==> config.mk <==
export PLATFORM = sky130hd
export DESIGN_NAME = systolic_feeder
export DESIGN_NICKNAME = d
export VERILOG_FILES = /design/src/rtl/systolic_feeder.sv
export SDC_FILE = /design/constraint.sdc
export NUM_CORES = 1
export LEC_CHECK = 0
export CORE_UTILIZATION = 59
export CTS_BUF_LIST = sky130_fd_sc_hd__clkbuf_4 sky130_fd_sc_hd__clkbuf_8 sky130_fd_sc_hd__clkbuf_16
export DETAILED_ROUTE_END_ITERATION = 8
export GPL_TIMING_DRIVEN = 0
export PLACE_DENSITY = 0.84
export SETUP_SLACK_MARGIN = 0.05
export SYNTH_ARGS = -nofsm -noshare
export SYNTH_HDL_FRONTEND = slang
export SYNTH_SLANG_ARGS = --single-unit
==> constraint.sdc <==
create_clock -name sa_clk -period 6.3 [get_ports sa_clk]
set_clock_uncertainty 0.2 [all_clocks]
set_input_delay 0.63 -clock sa_clk [delete_from_list [all_inputs] [get_ports sa_clk]]
set_output_delay 0.63 -clock sa_clk [all_outputs]
set_load 0.01 [all_outputs]
==> src/rtl/systolic_feeder.sv <==
// rtl/systolic_feeder.sv - weight/feature buffer and skewing sequencer feeding a DIMxDIM systolic array
//
// Purpose:
//   Buffers one weight matrix B (DIM rows) and one feature matrix A (ROWS rows)
//   written a row at a time. On start it drives the weight-load sequence on
//   sa_load/sa_RD, then streams A onto sa_FDi with lane j delayed by j cycles.
//
// Ports:
//   sa_clk, sa_rst_n   clock (rising edge), asynchronous active-low reset
//   in_valid/in_ready  row write handshake; in_sel 0 = B row, 1 = A row
//   in_row             row data, lane j at [j*DATA_WIDTH +: DATA_WIDTH]
//   start              job start pulse, honoured only in IDLE with both buffers full
//   busy, done         job in progress / one-cycle completion pulse
//   sa_load, sa_RD     weight-load enable and weight row to the array
//   sa_FDi             skewed feature data to the array
//
// Build option:
//   SF_WEIGHT_REUSE_EN  keep B across jobs; jobs after the first skip LOAD_W.
module systolic_feeder #(
    parameter int DATA_WIDTH = 16,
    parameter int DIM        = 2,
    parameter int ROWS       = 2
) (
    input  logic                      sa_clk,
    input  logic                      sa_rst_n,
    input  logic                      in_valid,
    output logic                      in_ready,
    input  logic                      in_sel,
    input  logic [DIM*DATA_WIDTH-1:0] in_row,
    input  logic                      start,
    output logic                      busy,
    output logic                      done,
    output logic                      sa_load,
    output logic [DIM*DATA_WIDTH-1:0] sa_RD,
    output logic [DIM*DATA_WIDTH-1:0] sa_FDi
);

    localparam int RW  = DIM * DATA_WIDTH;
    localparam int BCW = $clog2(DIM + 1);
    localparam int ACW = $clog2(ROWS + 1);
    localparam int BIW = $clog2(DIM);
    localparam int AIW = (ROWS > 1) ? $clog2(ROWS) : 1;
    localparam int CW  = $clog2(ROWS + DIM);

    typedef enum logic [1:0] {
        S_IDLE,
        S_LOAD_W,
        S_FEED,
        S_DONE
    } state_t;

    state_t           state_q, state_d;
    logic [CW-1:0]    cnt_q, cnt_d;
    logic [BCW-1:0]   b_cnt_q, b_cnt_d;
    logic [ACW-1:0]   a_cnt_q, a_cnt_d;
    logic [RW-1:0]    b_mem_q [DIM];
    logic [RW-1:0]    b_mem_d [DIM];
    logic [RW-1:0]    a_mem_q [ROWS];
    logic [RW-1:0]    a_mem_d [ROWS];
    logic             sa_load_q, sa_load_d;
    logic [RW-1:0]    sa_rd_q, sa_rd_d;
    logic [RW-1:0]    sa_fdi_q, sa_fdi_d;
    logic             busy_q, busy_d;
    logic             done_q, done_d;

    logic             b_room;
    logic             start_ok;
    logic             skip_load;
    int               r;

`ifdef SF_WEIGHT_REUSE_EN
    // loaded_q: the array already holds the buffered B; wv_q: B is complete and locked.
    logic             loaded_q, loaded_d;
    logic             wv_q, wv_d;
    assign b_room    = !wv_q && (b_cnt_q < BCW'(DIM));
    assign skip_load = loaded_q;
`else
    assign b_room    = (b_cnt_q < BCW'(DIM));
    assign skip_load = 1'b0;
`endif

    assign in_ready = (state_q == S_IDLE) && (in_sel ? (a_cnt_q < ACW'(ROWS)) : b_room);

    // Counts are sampled before this cycle's write, so a same-cycle final write cannot enable start.
    assign start_ok = start && (state_q == S_IDLE) && (a_cnt_q == ACW'(ROWS)) && (b_cnt_q == BCW'(DIM));

    always_comb begin
        state_d = state_q;
        cnt_d   = cnt_q;
        b_cnt_d = b_cnt_q;
        a_cnt_d = a_cnt_q;
        b_mem_d = b_mem_q;
        a_mem_d = a_mem_q;
        r       = 0;
`ifdef SF_WEIGHT_REUSE_EN
        loaded_d = loaded_q;
`endif

        if (in_valid && in_ready) begin
            if (in_sel) begin
                a_mem_d[a_cnt_q[AIW-1:0]] = in_row;
                a_cnt_d = a_cnt_q + ACW'(1);
            end else begin
                b_mem_d[b_cnt_q[BIW-1:0]] = in_row;
                b_cnt_d = b_cnt_q + BCW'(1);
            end
        end

        case (state_q)
            S_IDLE: begin
                if (start_ok) begin
                    state_d = skip_load ? S_FEED : S_LOAD_W;
                    cnt_d   = '0;
                end
            end
            S_LOAD_W: begin
                if (int'(cnt_q) == DIM - 1) begin
                    state_d = S_FEED;
                    cnt_d   = '0;
`ifdef SF_WEIGHT_REUSE_EN
                    loaded_d = 1'b1;
`endif
                end else begin
                    cnt_d = cnt_q + CW'(1);
                end
            end
            S_FEED: begin
                if (int'(cnt_q) == ROWS + DIM - 2) begin
                    state_d = S_DONE;
                    cnt_d   = '0;
                end else begin
                    cnt_d = cnt_q + CW'(1);
                end
            end
            S_DONE: begin
                state_d = S_IDLE;
                a_cnt_d = '0;
`ifndef SF_WEIGHT_REUSE_EN
                b_cnt_d = '0;
`endif
            end
            default: state_d = S_IDLE;
        endcase

`ifdef SF_WEIGHT_REUSE_EN
        wv_d = wv_q || (b_cnt_d == BCW'(DIM));
`endif

        // Outputs are registered from the next state so they line up with the state they describe.
        sa_load_d = (state_d == S_LOAD_W);
        busy_d    = (state_d == S_LOAD_W) || (state_d == S_FEED);
        done_d    = (state_d == S_DONE);
        sa_rd_d   = '0;
        sa_fdi_d  = '0;
        if (state_d == S_LOAD_W) begin
            sa_rd_d = b_mem_q[cnt_d[BIW-1:0]];
        end
        if (state_d == S_FEED) begin
            // Lane j runs j cycles behind lane 0: at step t it carries A[t-j][j].
            for (int j = 0; j < DIM; j++) begin
                r = int'(cnt_d) - j;
                if (r >= 0 && r < ROWS) begin
                    sa_fdi_d[j*DATA_WIDTH +: DATA_WIDTH] = a_mem_q[r[AIW-1:0]][j*DATA_WIDTH +: DATA_WIDTH];
                end
            end
        end
    end

    always_ff @(posedge sa_clk or negedge sa_rst_n) begin
        if (!sa_rst_n) begin
            state_q   <= S_IDLE;
            cnt_q     <= '0;
            b_cnt_q   <= '0;
            a_cnt_q   <= '0;
            sa_load_q <= 1'b0;
            sa_rd_q   <= '0;
            sa_fdi_q  <= '0;
            busy_q    <= 1'b0;
            done_q    <= 1'b0;
            for (int i = 0; i < DIM; i++) b_mem_q[i] <= '0;
            for (int i = 0; i < ROWS; i++) a_mem_q[i] <= '0;
`ifdef SF_WEIGHT_REUSE_EN
            loaded_q  <= 1'b0;
            wv_q      <= 1'b0;
`endif
        end else begin
            state_q   <= state_d;
            cnt_q     <= cnt_d;
            b_cnt_q   <= b_cnt_d;
            a_cnt_q   <= a_cnt_d;
            sa_load_q <= sa_load_d;
            sa_rd_q   <= sa_rd_d;
            sa_fdi_q  <= sa_fdi_d;
            busy_q    <= busy_d;
            done_q    <= done_d;
            b_mem_q   <= b_mem_d;
            a_mem_q   <= a_mem_d;
`ifdef SF_WEIGHT_REUSE_EN
            loaded_q  <= loaded_d;
            wv_q      <= wv_d;
`endif
        end
    end

    assign sa_load = sa_load_q;
    assign sa_RD   = sa_rd_q;
    assign sa_FDi  = sa_fdi_q;
    assign busy    = busy_q;
    assign done    = done_q;

endmodule

# == Word level (Yosys, flattened, before mapping) ==
# Index checks and enable logic that the tools add are counted.
# word_totals
out_inout_bits,68
inputBits,37
rom_bits,0
mem_count,0
word_cells,96
ram_bits,0
reg_bits,203
latchBits,0
# op_classes
div,0
mul,0
order_cmp,12
bitwise_logic,5
n_addsub,4
reduce_logical,17
muxes,34
shift,0
n_eq_ne,11
# op_table
cell,n
2-to-1 mux 32 bit,10
bitwise mux 64 bit,2
2-to-1 mux 16 bit,5
demux 32 bit (select 1 bit),2
2-to-1 mux 2 bit,12
"equality test 2 bit, second input constant",8
logical AND 1 bit,9
">= comparator 2 bit, second input constant",4
NOT 1 -> 2 bit,4
case mux 2 bit (4 select lines),1
AND reduction 2 bit,4
"adder 2 x 1 -> 2 bit, second input constant",3
"less-than comparator 2 bit, second input constant",3
case mux 2 bit (3 select lines),1
"equality test 2 x 1 -> 1 bit, second input constant",2
"less-than comparator 2 x 1 -> 1 bit, second input constant",2
nonzero test 2 bit,2
">= comparator 3 x 1 -> 1 bit, second input constant",1
"less-than comparator 3 bit, second input constant",1
"subtractor 2 x 1 -> 3 bit, second input constant",1
">= comparator 2 x 1 -> 1 bit, second input constant",1
logical NOT 2 bit,1
"inequality test 2 x 1 -> 1 bit, second input constant",1
logical OR 1 bit,1
2 further kinds,2

# == Logic depth before layout (Yosys ltp) ==
# Gate-level depths: netlist (run 1).
# logic_depth
word_depth,13
depth_mapped,11
ltp_nobuf,10

# == Worst setup path before layout (run 1) ==
# OpenSTA, ideal clock, no wires.
# synth_timing
path_type,reg2reg
start,reg a_cnt_q[0]
end,reg sa_fdi_q[20] (netlist: sa_FDi[20])
stages_incl_launch_ff,12
period_less_slack_ps,2425
n_path_buf,2
required_ps,6023
slack_ps,3875
setup_ps,77
t_arrival_ps,2148
path_cell_list,dfrtp_1 > inv_1 > ha_1 > nand3_1 > nor2_1 > a21oi_1 > o22a_1 > ha_1 > or4b_1 > clkbuf_1 > buf_2 > a21oi_1
# synth_via
elab_chain_len,12
elab_cells_between_ends,18
cone_classes,add/sub (1); order compare (2); eq/ne (2); mux (9); bitwise (1); reduce/logical (3)
# synth_rtl
element,line_no,text
from (decl),55,"logic [ACW-1:0] a_cnt_q, a_cnt_d;"
from (signal assigned),190,a_cnt_q <= a_cnt_d;
equality test 2 bit *,85,assign start_ok = start && (state_q == S_IDLE) && (a_cnt_q == ACW'(ROWS)) && (b_cnt_q == BCW'(DIM));
logical AND 1 bit * (2 in series),85,
"parallel branches: the longest is 8 deep, another holds subtractor 2 x 1 -> 3 bit",--,
2-to-1 mux 32 bit *,158,if (state_d == S_FEED) begin
via sa_fdi_d[20],62,"logic [RW-1:0] sa_fdi_q, sa_fdi_d;"
to (signal assigned),193,sa_fdi_q <= sa_fdi_d;
to (decl),62,
# Mark *: on every way through the listed nets, which the timed path passes. The select of a mux whose other input is x is not followed.
# A chain may end at the register's enable or synchronous reset.

# == Worst setup path in the final report (run 1) ==
# layout_timing
start,reg state_q[1]
end,out in_ready
# layout_via
elab_chain_len,2
# layout_rtl
element,line_no,text
from (decl),52,"state_t state_q, state_d;"
from (signal assigned),187,state_q <= state_d;
logical NOT 2 bit,82,assign in_ready = (state_q == S_IDLE) && (in_sel ? (a_cnt_q < ACW'(ROWS)) : b_room);
logical AND 1 bit,82,
to (decl),27,"output logic in_ready,"
# No other way between the ends.

==> results.cfg, run 1 <==
[clocking]
root_buffer = clkbuf_16
postCtsResizedCells = 0
clock_latency_ps = 500
clk_transition_reported_paths_ps = 60
cts_setup_buffers = 0
htree_num_levels = 1
numClockSinks = 203
cts_tree = yes
ctsHoldBuffers = 1
cts_buffers = 21
cts_max_path_buffers = 3

[setup_path]
cp_slowest_cell = clkdlybuf4s50_1
critical_path.max_fanout = 10
path_cells = buf_6 -> clkbuf_1 -> nor2_1 -> o21a_1 -> clkdlybuf4s50_1
endpoint_kind = output port
startpoint = state_q[1]
slowest_delay_ps = 530
crit_path_start_kind = register
r2r-start = a_cnt_q[0]
worstSetupPathType = register to output port
r2r_end = sa_FDi[26]
worstPathArrival_ps = 2070
rr_worst_depth = 7
crit_required_ps = 5470
crit_end = in_ready
r2r_slack_ps = 3410

[route]
dr_wl_met3_um = 1060
drt-total-wl_um = 18300
route.met2.wl_um = 9210
dr_total_vias = 5308
vias_per_cell = 5.73
drt_iter0_markers = 400
drcViolationCount = 0
dr.pass1.iters = 5
wl_per_cell_um = 19.7
wl_met1_um = 7630
antenna_left = 0
dr.max_layer_used = met4

[finish]
n_fill_cell = 829
num_antenna_cells = 0
drive_gt1_share_pct = 25.6
syn_to_final_growth_pct = 24.2
multi_input_area_mm2 = 0.00288
nets = 779
seq_area_mm2 = 0.00508

[run]
drv_cap = 0

[yosys]
syn_inst = 608
yosysSeqAreaShare_pct = 62.0
yosysTopAreaCell = dfrtp_1
synth_flop_cell = dfrtp_1
synth-edff-count = 0
yosys.cell_count.top_type = dfrtp_1
ys_ff_latch = 203
yosysWarnings = 0
async_reset_ff_share_pct = 100
synthesis.area_mm2 = 0.00819
syn_nets = 650
synth_top_cell_area_share_pct = 62.0
synth.avg_cell_area_um2 = 13.5
synthTopCellsByCount = dfrtp_1, nand2_1, mux2_2
synthTopCellsByArea = dfrtp_1, mux2_2, mux2_4
synth_cell_types = 44

[floorplan]
die_h_um = 120
core_mm2 = 0.0134
ios = 105
initial_core_util_pct = 61.1
fp-row-count = 42
dieWidth_um = 120
design.die.area_mm2 = 0.0144

[timing]
fmax_mhz = 344
hold_viol = 0
rsz0062_at_grt = no
min_period_ps = 2900
max_slew_margin_pct = 12.2
min_period_over_period_pct = 46.1
setup_viol = 0
setup_ws_ps = 3400
final_max_slew_viol_count = 0
worst_pin_slew_ps = 1300

[placement]
place_congestion = 0.827
pre_cts_ws_ps = 3110
port_buffers = 104
dpl.hpwl_um = 11700

[min_path]
hold_path.class = register to register

[power]
power_mw = 5.21
leakage_nw = 4.66
p_per_area_mw_per_mm2 = 512
peakVddDrop_uv = 321

[global_route]
grt_max_degree = 133
first_global_vias = 5722
antenna_found_initial = 0
grt_pass1_wl_um = 29800
grt_usage_pct = 26.7
grt-ovfl-total = 0

[outcome]
status = finished, final reports clean
flip-flops by register name, indices dropped and copies added (netlist names):
signal and count:
a_cnt_q 2, a_mem_q 64, b_cnt_q 2, b_mem_q 64, busy 1, cnt_q 2, done 1, sa_FDi 32
sa_RD 32, sa_load 1, state_q 2
power by group:
group / total, mW / internal [mW] / switching [mW]
Combinational: 1.86 / 0.922 / 0.938
Sequential: 2.13 / 1.85 / 0.278
Clock: 1.22 / 0.726 / 0.499
cell families (layout without fill, tap and decap cells):
kind of cell	Yosys count	after routing	share of synthesized area, %
buf+inv	45	187	2.84
flops	203	203	62.0
fa+ha+maj	5	5	0.764
simple gates	126	126	6.57
mux	143	143	20.8
compound gates	86	86	7.01
how the worst min path moves through the flow:
stage,from,to,slack [ps],depth (start not counted)
after floorplan,sa_rst_n,a_cnt_q[0],130,0
after detailed placement,a_mem_q[38],a_mem_q[38],290,1
after global placement,b_mem_q[9],b_mem_q[9],270,1
after CTS,b_mem_q[52],b_mem_q[52],310,1
final,a_mem_q[38],a_mem_q[38],300,1
after global routing,b_mem_q[20],b_mem_q[20],320,1
area by class of cell:
cell class | count | area share, %
well taps | 176 | 2.16
clock buffers | 25 | 5.58
repair buffers | 106 | 10.6
multi-input cells | 360 | 28.3
plain buffers | 38 | 2.03
inverters | 7 | 0.258
clock inverters | 11 | 1.11
flip-flops and latches | 203 | 49.9
per-layer routing:
layer | track usage [%] | vias up
li1 | - | 2364
met1 | 35.8 | 2741
met2 | 45.4 | 172
met3 | 4.52 | 31
met4 | 6.80 | 0
met5 | 0 | -
worst max-delay path: cells and delay by family (launching register included):
family                 cells  cell delay (ps)
DFF                        1              370
and+or+nand+nor            1              200
buffers and inverters      3              880
AOI/OAI and AO/OA          1              140
stage by stage:
stage / instances / utilization [%] / instance area [µm²] / setup TNS, ps / hold WS, ps
after global placement: 888 / 70.5 / 9450 / -682920 / 268
final: 926 / 75.9 / 10200 / 0 / 303
after global routing: 926 / 75.9 / 10200 / 0 / 322
after CTS: 926 / 75.9 / 10200 / 0 / 307
after floorplan: 608 / - / 8190 / 0 / 134
after detailed placement: 889 / 70.8 / 9490 / 0 / 292
placed cells by master, fill, tap and decap left out, types with 7 or more instances in the layout:
master / count
dfrtp_1: 203
nand2_1: 103
clkdlybuf4s50_1: 103
mux2_2: 96
a21oi_1: 36
a21boi_0: 32
mux2_4: 30
clkbuf_16: 21
buf_2: 15
mux2i_1: 15
clkbuf_1: 13
inv_1: 7
clkinv_2: 7
Power figures use the tool's default switching activity.
==> run 2: changes to the inputs <==
--- a/config.mk
+++ b/config.mk
@@ -5,11 +5,11 @@
 export SDC_FILE = /design/constraint.sdc
 export NUM_CORES = 1
 export LEC_CHECK = 0
-export CORE_UTILIZATION = 59
+export CORE_UTILIZATION = 50
 export CTS_BUF_LIST = sky130_fd_sc_hd__clkbuf_4 sky130_fd_sc_hd__clkbuf_8 sky130_fd_sc_hd__clkbuf_16
 export DETAILED_ROUTE_END_ITERATION = 8
 export GPL_TIMING_DRIVEN = 0
-export PLACE_DENSITY = 0.84
+export PLACE_DENSITY = 0.76
 export SETUP_SLACK_MARGIN = 0.05
 export SYNTH_ARGS = -nofsm -noshare
 export SYNTH_HDL_FRONTEND = slang
==> constraint.sdc (replaced) <==
create_clock -name sa_clk -period 2.6 [get_ports sa_clk]
set_clock_uncertainty 0.2 [all_clocks]
set_input_delay 0.26 -clock sa_clk [delete_from_list [all_inputs] [get_ports sa_clk]]
set_output_delay 0.26 -clock sa_clk [all_outputs]
set_load 0.01 [all_outputs]
==> results.cfg, run 2 (synthesis gave the netlist of run 1 again) <==
[outcome]
status = finished, final reports clean

[power]
p_per_area_mw_per_mm2 = 1250
leakage_nw = 4.78
power_mw = 13.2
peakVddDrop_uv = 774

[placement]
port_buffers = 104
place_congestion = 0.837
dpl.hpwl_um = 11800
placed_area_mm2 = 0.00954

[timing]
worst_pin_slew_ps = 905
setup_viol = 0
rsz0062_at_grt = yes
min_period_over_period_pct = 96.6
final_max_slew_viol_count = 0
min_period_ps = 2510
hold_viol = 0
max_slew_margin_pct = 39.7
fmax_mhz = 398

[clocking]
root_buffer = clkbuf_16
numClockSinks = 203
cts_tree = yes
cts_buffers = 22
htree_num_levels = 1
clk_transition_reported_paths_ps = 60
cts_max_path_buffers = 3
clock_latency_ps = 490

[setup_path]
worstPathArrival_ps = 2730
crit_required_ps = 2810
endpoint_kind = register
worstSetupPathType = register to register
critical_path.max_fanout = 10
crit_path_start_kind = register
r2r_slack_ps = 90

[finish]
utilization_pct = 65.9
mostFrequentLayoutCell = dfrtp_1
reg_top3 = a_mem_q: 64 flops, b_mem_q: 64 flops
n_fill_cell = 1128
syn_to_final_growth_pct = 28.3
drive_gt1_share_pct = 30.6
final_cell_mix = dfrtp_1, nand2_1, clkdlybuf4s50_1
nets = 784
finish.instance_area_mm2 = 0.0105

[global_route]
grt_usage_pct = 22.6
grt-ovfl-total = 0
grt_max_degree = 123
first_global_vias = 5612
grt_pass1_wl_um = 29300
antenna_found_initial = 0

[route]
antenna_left = 0
wl_per_cell_um = 18.9
dr.pass1.iters = 4
drt_iter0_markers = 259
dr_total_vias = 5266
vias_per_cell = 5.40
drcViolationCount = 0
drt-total-wl_um = 18400

[floorplan]
fp-row-count = 46
ios = 105
dieWidth_um = 130
core_mm2 = 0.0159
design.die.area_mm2 = 0.0169
die_h_um = 130
initial_core_util_pct = 51.4

[run]
drv_cap = 0

[min_path]
hold_path.class = input port to asynchronous set/reset pin
==> run 2: layout make-up <==
| class | instances | area (µm²) | share of cell area, % |
|---|---|---|---|
| diodes | 1 | 2.50 | 0.0238 |
| plain buffers | 36 | 233 | 2.21 |
| clock buffers | 32 | 668 | 6.36 |
| clock inverters | 8 | 119 | 1.13 |
| inverters | 7 | 26.3 | 0.250 |
| multi-input cells | 360 | 2980 | 28.4 |
| flip-flops and latches | 203 | 5080 | 48.4 |
| well taps | 216 | 270 | 2.57 |
| repair buffers | 112 | 1130 | 10.7 |
==> run 2: stage by stage <==
stage / hold slack [ps] / setup slack [ps] / std cells / TNS (ps)
floorplan: -236 / 175 / 608 / 0
global placement: 269 / -6790 / 928 / -1380640
detailed placement: 214 / -241 / 929 / -5390
CTS: 267 / 45.1 / 974 / 0
global route: 285 / 11.5 / 974 / 0
finish: 263 / 87.2 / 975 / 0
==> run 2: timing repair <==
action | in CTS | in global routing
buffers inserted | 4 | 2
setup endpoints to repair | 49 | 92
gates cloned | 0 | 0
endpoints found under the hold margin | 121 | 0
hold buffers | 1 | 0
pin swaps | 0 | 2
resized for setup | 16 | 35
==> run 2: worst max-delay path, stage by stage, from the launching register on <==
cell      delay [ps]
dfrtp_1          360
inv_1             90
ha_2             210
nand3_1           70
nor2_1            50
a21oi_2          140
o22a_1           190
ha_4             170
or4b_1           440
clkbuf_8         180
buf_6            160
a21oi_1          170
==> run 2: where the power goes <==
group	total (mW)	leakage [nW]	internal, mW	switching [mW]
registers	5.15	2.60	4.48	0.667
clock network	3.30	0.398	2.08	1.22
logic	4.71	1.79	2.37	2.34
==> run 2: final timing paths <==
check,cells past startpoint,to,from
max in group asynchronous,3,sa_RD[17],sa_rst_n
setup reg to reg,11,sa_FDi[27],b_cnt_q[0]
hold / removal,2,busy,sa_rst_n
min in group sa_clk,2,a_mem_q[13],in_row[13]
hold reg to reg,1,a_mem_q[38],a_mem_q[38]
setup / recovery,11,sa_FDi[27],b_cnt_q[0]
==> run 2: routing by layer <==
metal | routed length, µm | share of wire, % | track usage, % | vias up
met2 | 9070 | 49 | 37.7 | 146
met4 | 319 | 1.7 | 6.22 | 0
met1 | 8020 | 44 | 30.5 | 2716
li1 | - | - | - | 2374
met5 | 0 | 0 | 0 | -
met3 | 1010 | 5.5 | 4.14 | 30
==> run 3: changes to the inputs <==
--- a/config.mk
+++ b/config.mk
@@ -11,6 +11,7 @@
 export GPL_TIMING_DRIVEN = 0
 export PLACE_DENSITY = 0.76
 export SETUP_SLACK_MARGIN = 0.05
+export SLEW_MARGIN = 30
 export SYNTH_ARGS = -nofsm -noshare
 export SYNTH_HDL_FRONTEND = slang
 export SYNTH_SLANG_ARGS = --single-unit
==> results.cfg, run 3 (synthesis gave the netlist of run 1 again) <==
[timing]
worst_pin_slew_ps = 781
min_period_ps = 2480
min_period_over_period_pct = 95.4
rsz0062_at_grt = yes
fmax_mhz = 403
max_slew_margin_pct = 47.9
final_max_slew_viol_count = 0
timing.hold.ws_ps = 80.7
setup_ws_ps = 118
setup_viol = 0
hold_viol = 0

[setup_path]
r2r-start = b_cnt_q[0]
worstSetupPathType = register to register
crit_family = simple AND/OR/NAND/NOR gates
slowest_delay_ps = 460
crit_buf_inv = 3
critical_path.max_fanout = 10
crit_required_ps = 2820
path_cells = inv_2 -> ha_2 -> nand3_1 -> nor2_1 -> a21oi_2 -> o22a_1 -> ha_2 -> or4b_4 -> clkbuf_8 -> buf_6 -> a21oi_1
worstPathArrival_ps = 2700
startpoint = b_cnt_q[0]
endpoint_kind = register
cpMostUsedCell = ha_2
cp_slowest_cell = or4b_4
crit_path_start_kind = register

[power]
p_int_mw = 8.98
clockPowerShare_pct = 25.8
switchingPower_mw = 4.22
peakVddDrop_uv = 647
pwr-share-comb_pct = 35.3
p_per_area_mw_per_mm2 = 1250
leakage_nw = 4.79
seqPwrFrac_pct = 38.9
power_mw = 13.2
switching_share_pct = 32.0

[floorplan]
core_mm2 = 0.0159
ios = 105
die_h_um = 130
design.die.area_mm2 = 0.0169
initial_core_util_pct = 51.4
dieWidth_um = 130
fp-row-count = 46

[finish]
num_antenna_cells = 0
n_fill_cell = 1155
drive_gt1_share_pct = 30.8
nets = 786
multi_input_area_mm2 = 0.00295
syn_to_final_growth_pct = 28.7
reg_top3 = a_mem_q: 64 flops, b_mem_q: 64 flops
seq_area_mm2 = 0.00508
final_cell_mix = dfrtp_1, nand2_1, clkdlybuf4s50_1
mostFrequentLayoutCell = dfrtp_1
instances_no_fill = 976

[outcome]
status = finished, final reports clean

[clocking]
root_buffer = clkbuf_16
clk_transition_reported_paths_ps = 60
cts_max_path_buffers = 3
numClockSinks = 203
htree_num_levels = 1
clock_latency_ps = 500
cts_tree = yes
cts_buffers = 22

[placement]
pre_cts_ws_ps = -319
dpl.hpwl_um = 12000
place_congestion = 0.837
port_buffers = 104
dp_cells = 930

[route]
drt-total-wl_um = 18200
antenna_left = 0
vias_per_cell = 5.36
dr.pass1.iters = 4
drcViolationCount = 0
wl_per_cell_um = 18.6
dr_total_vias = 5231
drt_iter0_markers = 246

[global_route]
grt_pass1_wl_um = 29300
grt_usage_pct = 22.6
first_global_vias = 5568
grt-ovfl-total = 0
antenna_found_initial = 0
grt_max_degree = 83

[min_path]
hold_path.class = input port to asynchronous set/reset pin

[run]
drv_cap = 0
run 3: changes by cell type in the layout (fill, tap and decap cells not counted), moves of 2 or more:
| cell | previous run | this run |
|---|---|---|
| buf_4 | 13 | 11 |
| clkinvlp_4 | 0 | 2 |
| clkbuf_1 | 1 | 3 |
| clkbuf_8 | 5 | 7 |
| ha_4 | 2 | 0 |
| ha_2 | 2 | 4 |
| clkbuf_2 | 7 | 5 |
run 3: metrics by stage:
| step | utilization, % | area [µm²] | setup TNS (ps) |
|---|---|---|---|
| 2_1_floorplan | - | 8190 | 0 |
| 3_3_place_gp | 59.6 | 9500 | -1380640 |
| 3_5_place_dp | 60.0 | 9570 | -7370 |
| 4_1_cts | 65.5 | 10400 | 0 |
| 5_1_grt | 66.1 | 10500 | 0 |
| 6_report | 66.1 | 10500 | 0 |
run 3: cell type report:
type	instances	share of cell area, %
inverter	7	0.249
clock buffer	29	6.07
buffer	37	2.33
multi-input combinational	360	28.0
tap	216	2.56
clock inverter	11	1.66
sequential	203	48.2
timing repair buffer	113	11.0
run 3: repair_timing:
| item | 4_1_cts | 5_1_grt |
|---|---|---|
| hold endpoints to repair | 121 | 0 |
| setup buffers | 2 | 4 |
| endpoints found under the setup margin | 50 | 56 |
| cloned | 0 | 0 |
| pin swaps | 0 | 2 |
| hold buffers | 1 | 0 |
| resized for setup | 16 | 35 |
run 3: final timing paths:
check                                    to  cells after the start  slack (ps)
worst min register to register  a_mem_q[38]                      1         300
worst min-delay path                   done                      2          80
max in group asynchronous       b_mem_q[51]                      4        1080
worst max register to register   sa_FDi[27]                     11         120
worst max-delay path             sa_FDi[27]                     11         120
min in group sa_clk             a_mem_q[13]                      2         250
run 3: worst register-to-register path, delay by kind of cell (launching register included):
family | cells | cell delay [ps]
adders and majority gates | 2 | 370
DFF | 1 | 390
and+or+nand+nor | 3 | 590
buffers and inverters | 3 | 410
AOI/OAI and AO/OA | 3 | 440
run 3: power groups by stage:
| stage | Sequential (mW) | Combinational [mW] | Clock [mW] |
|---|---|---|---|
| 6_report | 5.13 | 4.67 | 3.40 |
| 5_1_grt | 5.28 | 5.08 | 3.60 |
| 4_1_cts | 5.13 | 4.55 | 3.46 |
| 3_5_place_dp | 5.16 | 4.47 | 0 |
| 3_3_place_gp | 5.10 | 4.28 | 0 |
| 2_1_floorplan | 5.14 | 2.70 | 0 |
run 3: routing by layer:
layer | vias up | track usage [%] | routed length [µm]
met3 | 37 | 4.63 | 938
li1 | 2369 | - | -
met2 | 139 | 36.5 | 8780
met5 | - | 0 | 0
met1 | 2686 | 31.2 | 8070
met4 | 0 | 6.22 | 398
